[src/rtl/mm_pkg.sv]
// Shared types and sizing helpers for the matrix-multiply job sequencer.
// AW and EW are the widths for the default matrix size MM_N.
package mm_pkg;

  typedef enum logic [2:0] {
    IDLE,
    LOAD_A,
    LOAD_B,
    START,
    COMPUTE,
    RD,
    OUT,
    DONE
  } mm_job_state_t;

  localparam int MM_N  = 4;
  localparam int MM_DW = 2;
  localparam int AW    = $clog2(MM_N);
  localparam int EW    = $clog2(MM_N * MM_N);

  // A dot product of N elements of width dw needs 2*dw bits plus log2(N) carry bits.
  function automatic int res_width(input int dw, input int n);
    return 2 * dw + $clog2(n);
  endfunction

endpackage

[src/rtl/mm_job_ctrl.sv]
// Job sequencer: streams A then B into the bank write ports, starts the
// wrapper, waits out the compute window, then drains C row-major.
module mm_job_ctrl
  import mm_pkg::*;
#(
  parameter  int N           = MM_N,
  parameter  int DW          = MM_DW,
  parameter  int COMP_CYCLES = 2 * N + 4,
  localparam int RW          = res_width(DW, N),
  localparam int ADDR_W      = $clog2(N),
  localparam int ELEM_W      = $clog2(N * N),
  localparam int CYC_W       = $clog2(COMP_CYCLES + 1)
) (
  input  logic                         clk,
  input  logic                         rst,
  input  logic                         job_start,
  output logic                         busy,
  output logic                         done,
  input  logic [DW-1:0]                in_data,
  input  logic                         in_valid,
  output logic                         in_ready,
  output logic [N-1:0][DW-1:0]         rom_mat_a_data,
  output logic [N-1:0][ADDR_W-1:0]     rom_mat_a_wr_addr,
  output logic [N-1:0]                 rom_mat_a_we,
  output logic [N-1:0][DW-1:0]         rom_mat_b_data,
  output logic [N-1:0][ADDR_W-1:0]     rom_mat_b_wr_addr,
  output logic [N-1:0]                 rom_mat_b_we,
  output logic                         mm_start,
  output logic [N-1:0][ADDR_W-1:0]     ram_rd_addr,
  input  logic [N-1:0][RW-1:0]         ram_data,
  output logic [RW-1:0]                res_data,
  output logic                         res_valid,
  input  logic                         res_ready
);

  mm_job_state_t       state_reg;
  logic [ELEM_W-1:0]   cnt_reg;
  logic [CYC_W-1:0]    cyc_reg;
  logic                in_ready_reg;
  logic                busy_reg;
  logic                done_reg;
  logic                mm_start_reg;
  logic                res_valid_reg;
  logic [ADDR_W-1:0]   rd_addr_reg;

  logic [1:0]          beat;
  logic [ADDR_W-1:0]   beat_bank;
  logic [ADDR_W-1:0]   beat_addr;
  logic [ADDR_W-1:0]   next_row;
  logic [ADDR_W-1:0]   res_col;
  logic                last_elem;
  logic                cyc_last;

  assign beat[0]   = (state_reg == LOAD_A) && in_valid && in_ready_reg;
  assign beat[1]   = (state_reg == LOAD_B) && in_valid && in_ready_reg;
  // A row-major and B column-major both map element k to bank k/N, address k%N.
  assign beat_bank = ADDR_W'(int'(cnt_reg) / N);
  assign beat_addr = ADDR_W'(int'(cnt_reg) % N);
  assign next_row  = ADDR_W'((int'(cnt_reg) + 1) / N);
  assign res_col   = ADDR_W'(int'(cnt_reg) % N);
  assign last_elem = (cnt_reg == ELEM_W'(N * N - 1));
  assign cyc_last  = (cyc_reg == CYC_W'(COMP_CYCLES - 1));

  always_ff @(posedge clk) begin
    if (rst) begin
      state_reg     <= IDLE;
      cnt_reg       <= '0;
      cyc_reg       <= '0;
      in_ready_reg  <= 1'b0;
      busy_reg      <= 1'b0;
      done_reg      <= 1'b0;
      mm_start_reg  <= 1'b0;
      res_valid_reg <= 1'b0;
      rd_addr_reg   <= '0;
    end else begin
      case (state_reg)
        IDLE: begin
          if (job_start) begin
            state_reg    <= LOAD_A;
            busy_reg     <= 1'b1;
            in_ready_reg <= 1'b1;
            cnt_reg      <= '0;
          end
        end
        LOAD_A: begin
          if (beat[0]) begin
            if (last_elem) begin
              cnt_reg   <= '0;
              state_reg <= LOAD_B;
            end else begin
              cnt_reg <= cnt_reg + 1'b1;
            end
          end
        end
        LOAD_B: begin
          if (beat[1]) begin
            if (last_elem) begin
              cnt_reg      <= '0;
              in_ready_reg <= 1'b0;
              mm_start_reg <= 1'b1;
              state_reg    <= START;
            end else begin
              cnt_reg <= cnt_reg + 1'b1;
            end
          end
        end
        START: begin
          mm_start_reg <= 1'b0;
          cyc_reg      <= '0;
          state_reg    <= COMPUTE;
        end
        COMPUTE: begin
          if (cyc_last) begin
            cyc_reg     <= '0;
            rd_addr_reg <= '0;
            state_reg   <= RD;
          end else begin
            cyc_reg <= cyc_reg + 1'b1;
          end
        end
        RD: begin
          res_valid_reg <= 1'b1;
          state_reg     <= OUT;
        end
        OUT: begin
          if (res_ready) begin
            res_valid_reg <= 1'b0;
            if (last_elem) begin
              cnt_reg   <= '0;
              busy_reg  <= 1'b0;
              done_reg  <= 1'b1;
              state_reg <= DONE;
            end else begin
              cnt_reg     <= cnt_reg + 1'b1;
              rd_addr_reg <= next_row;
              state_reg   <= RD;
            end
          end
        end
        DONE: begin
          done_reg  <= 1'b0;
          state_reg <= IDLE;
        end
        default: state_reg <= IDLE;
      endcase
    end
  end

  // Per-port, per-bank write registers; port 0 is A, port 1 is B.
  genvar pi, gi;
  generate
    for (pi = 0; pi < 2; pi++) begin : g_port
      for (gi = 0; gi < N; gi++) begin : g_bank
        logic              we_reg;
        logic [ADDR_W-1:0] addr_reg;
        logic [DW-1:0]     data_reg;
        logic              hit;

        assign hit = beat[pi] && (beat_bank == ADDR_W'(gi));

        always_ff @(posedge clk) begin
          if (rst) begin
            we_reg   <= 1'b0;
            addr_reg <= '0;
            data_reg <= '0;
          end else begin
            we_reg <= hit;
            if (hit) begin
              addr_reg <= beat_addr;
              data_reg <= in_data;
            end
          end
        end

        if (pi == 0) begin : g_a
          assign rom_mat_a_we[gi]      = we_reg;
          assign rom_mat_a_wr_addr[gi] = addr_reg;
          assign rom_mat_a_data[gi]    = data_reg;
        end else begin : g_b
          assign rom_mat_b_we[gi]      = we_reg;
          assign rom_mat_b_wr_addr[gi] = addr_reg;
          assign rom_mat_b_data[gi]    = data_reg;
        end
      end
    end

    for (gi = 0; gi < N; gi++) begin : g_rd
      assign ram_rd_addr[gi] = rd_addr_reg;
    end
  endgenerate

  // The result RAM output is already registered and the address holds through OUT,
  // so the selected lane stays stable until the handshake.
  assign res_data  = res_valid_reg ? ram_data[res_col] : '0;
  assign res_valid = res_valid_reg;
  assign in_ready  = in_ready_reg;
  assign busy      = busy_reg;
  assign done      = done_reg;
  assign mm_start  = mm_start_reg;

endmodule
[config.mk]
export PLATFORM = sky130hd
export DESIGN_NAME = mm_job_ctrl
export DESIGN_NICKNAME = d
export VERILOG_FILES = /design/src/rtl/mm_pkg.sv /design/src/rtl/mm_job_ctrl.sv
export SDC_FILE = /design/constraint.sdc
export NUM_CORES = 1
export LEC_CHECK = 0
export ABC_AREA = 1
export CORE_MARGIN = 4
export CORE_UTILIZATION = 46
export CTS_CLUSTER_DIAMETER = 120
export DETAILED_ROUTE_END_ITERATION = 10
export PLACE_DENSITY = 0.8
export SETUP_SLACK_MARGIN = 0.05
export SYNTH_ARGS = -nofsm -noshare
export SYNTH_HDL_FRONTEND = slang
export SYNTH_SLANG_ARGS = --single-unit
[constraint.sdc]
create_clock -name clk -period 1.5 [get_ports clk]
set_clock_uncertainty 0.05 [all_clocks]
set_input_delay 0.225 -clock clk [delete_from_list [all_inputs] [get_ports clk]]
set_output_delay 0.225 -clock clk [all_outputs]
set_load 0.03 [all_outputs]
==> results.sh <==
export IMPL_status="finished with violations"
export IMPL_violations="setup timing"
export IMPL_synth_compound_area_share_pct=15.43
export IMPL_slew_headroom_pct=74.67
export IMPL_synthesis_area_um2=2708
export IMPL_initial_utilization_pct=48.28
export IMPL_fillCellCount=398
export IMPL_post_route_min_period_ps=1656
export IMPL_grt_usage_pct=20.32
export IMPL_timing_hold_ws_ps=418.7
export IMPL_critical_path_startpoint_type="flop"
export IMPL_top_level_ports=90
export IMPL_wl_per_cell_um=15.68
export IMPL_min_path_type="reg2reg"
export IMPL_area_growth_synth_to_final_pct=62.06
export IMPL_synthAdderAreaFrac_pct=0.9242
export IMPL_firstDrtPassIters=4
export IMPL_worstSetupEndpointType="output pin"
export IMPL_cts_tree="yes"
export IMPL_finalPower_mw=6.247
export IMPL_cap_violations=0
export IMPL_routed_wl_um=8955
export IMPL_muxShareOfSynthArea_pct=0
export IMPL_clock_path_buffers=2
export IMPL_grt_pass1_vias=2666
export IMPL_synth_xor_area_share_pct=0.9704
export IMPL_hpwlAfterDp_um=5375
export IMPL_gp_congestion=0.8793
export IMPL_fin_crit_sh_pct=110.4
export IMPL_crit_reg2reg_launch="state_reg[1]"
export IMPL_die_w_um=84.72
export IMPL_worstMarginPinSlew_ps=378.7
export IMPL_powerDensity_nw_per_um2=1424
export IMPL_grt_overflow=0
export IMPL_layout_drive_gt1_share_pct=31.66
export IMPL_setup_viol=26
export IMPL_ys_types=26
export IMPL_hp_start="g_port[0].g_bank[1].data_reg[1]"
export IMPL_viasPerCell=5.301
export IMPL_htreeDepth=3
export IMPL_insertion_delay_ps=340
export IMPL_numPortBuffers=89
export IMPL_r2r_end="g_port[0].g_bank[3].data_reg[1]"
export IMPL_vdd_drop_max_uv=784.1
export IMPL_antenna_found_initial=0
export IMPL_ys_seq_area_share_pct=42.88
export IMPL_placed_area_um2=3710
export IMPL_holdPathEnd="g_port[0].g_bank[1].data_reg[1]"
export IMPL_ant_nets=0
export IMPL_crit_type="reg2out"
export IMPL_clk_pin_slew_ps=70
export IMPL_finalWorstSetupSlack_ps=-155.6
export IMPL_cp_arrival_ps=1380
export IMPL_rsz0062_at_grt="yes"
export IMPL_ys_warn_count=0
export IMPL_cts_buffers=9
export IMPL_nNetsFinal=527
export IMPL_route_vias_total=3027
export IMPL_min_path_cells=2
export IMPL_final_util_pct=78.25
export IMPL_core_area_um2=5608
export IMPL_hold_viol=0
export IMPL_critPathRequiredTime_ps=1220
export IMPL_fmax_mhz=604.0
export IMPL_synth_fp_nets=417
export IMPL_die_h_um=84.72
export IMPL_root_buffer="clkbuf_8"
export IMPL_rr_worst_depth=8
export IMPL_core_rowCount=27
export IMPL_drc_errors=0
export IMPL_n_antenna_cell=0
export IMPL_yosys_area_share_simple_pct=28.56
export IMPL_slew_violations=0
export IMPL_final_cell_area_um2=4388
export IMPL_hold_buffers=0
export IMPL_leakage_nw=1.938
export IMPL_r2r_slack_ps=-50
export IMPL_syn_inst=384
export IMPL_grt_pass1_wl_um=11990
export IMPL_syn_avg_cell_area_um2=7.051
export IMPL_slowest_stage="dfxtp_4"
export IMPL_crit_path_cell_trace="buf_6 > nor2_1 > nor2_1 > o21ai_0 > a21oi_2 > buf_6"
export IMPL_grt_max_degree=22
export IMPL_timing_critical_path_fanout_max=6
export IMPL_dieArea_um2=7177
export IMPL_drtIter0Drc=205
export IMPL_ys_ff_latch=58
export IMPL_place_ws_ps=-169.8
export IMPL_cts_sinks=58
export IMPL_cp_slowest_stage_delay_ps=380
export IMPL_synth_top_family_by_area="simple AND/OR/NAND/NOR gates"
## metal layers
layer  GRT usage [%]  wire, µm
met3           7.164       692
met1           26.00      3731
met4           5.755       186
met5               0         0
met2           32.38      4345
## power by group
group	internal, mW	total, mW	switching, mW
registers	1.71	1.91	0.204
clock network	0.855	1.49	0.635
logic	1.12	2.85	1.73
## cell type report
| cell class | instances | area (µm²) | share of cell area, % |
|---|---|---|---|
| repair buffers | 128 | 1190 | 27.12 |
| well taps | 72 | 90.09 | 2.053 |
| multi-input cells | 268 | 1598 | 36.41 |
| flip-flops and latches | 58 | 1180 | 26.89 |
| clock buffers | 12 | 155.1 | 3.536 |
| clock inverters | 4 | 50.05 | 1.141 |
| inverters | 29 | 125.1 | 2.851 |
## critical path, delay by kind of cell (launching register included)
| family | cells | cell delay [ps] |
|---|---|---|
| DFF | 1 | 380 |
| buffers and inverters | 2 | 260 |
| and+or+nand+nor | 2 | 120 |
| AOI/OAI and AO/OA | 2 | 280 |
## worst max path at each step
stage               cells past startpoint                         endpoint  startpoint
floorplan                               6                      res_data[0]  cnt_reg[0]
global placement                        8                         mm_start    in_valid
detailed placement                      8  g_port[1].g_bank[1].addr_reg[0]    in_valid
CTS                                     6                      res_data[0]  cnt_reg[0]
global route                            6                      res_data[3]  cnt_reg[0]
finish                                  6                      res_data[1]  cnt_reg[0]
## timing repair
action,4_1_cts,5_1_grt
pin swaps,9,29
gates cloned,1,2
buffers inserted,2,10
gates resized for setup,89,107
endpoints found under the setup margin,73,49
## cell families after synthesis
kind of cell             after synthesis
buffers and inverters                 58
AO/OA/AOI/OAI                         83
XOR/XNOR                               3
AND/OR/NAND/NOR                      180
adder cells (fa/ha/maj)                2
flip-flops                            58
## cells in the final DEF, fill, tap and decap left out, drive strengths merged, types with 26 or more instances in the layout
| cell type | instances |
|---|---|
| a21oi | 42 |
| buf | 43 |
| dlygate4sd2 | 48 |
| clkdlybuf4s50 | 30 |
| nor2 | 84 |
| o21ai | 40 |
| inv | 26 |
| nand2 | 64 |
| dfxtp | 58 |
| nand3 | 31 |
## cells in the mapped netlist (all sizes together)
| cell type | number | area, µm² |
|---|---|---|
| clkinv | 4 | 18.76 |
| buf | 21 | 160.2 |
| xnor2 | 1 | 8.760 |
| nand3b | 1 | 7.510 |
| inv | 25 | 93.84 |
| dfxtp | 58 | 1161 |
| xor2 | 2 | 17.52 |
| clkbuf | 8 | 31.28 |
| o21a | 1 | 7.510 |
| nor2 | 84 | 342.8 |
| nand2 | 64 | 262.8 |
| a21oi | 42 | 210.2 |
| nand3 | 31 | 160.1 |
| o21ai | 40 | 200.2 |
| ha | 2 | 25.02 |
## stage by stage
step | setup TNS [ps] | instances
after global placement | -3667 | 540
after detailed placement | -4958 | 540
final | -1313 | 571
after global routing | -3020 | 571
after CTS | -755.1 | 559
after floorplan | 0 | 384
Note: power is estimated with default switching activity, not from simulation.
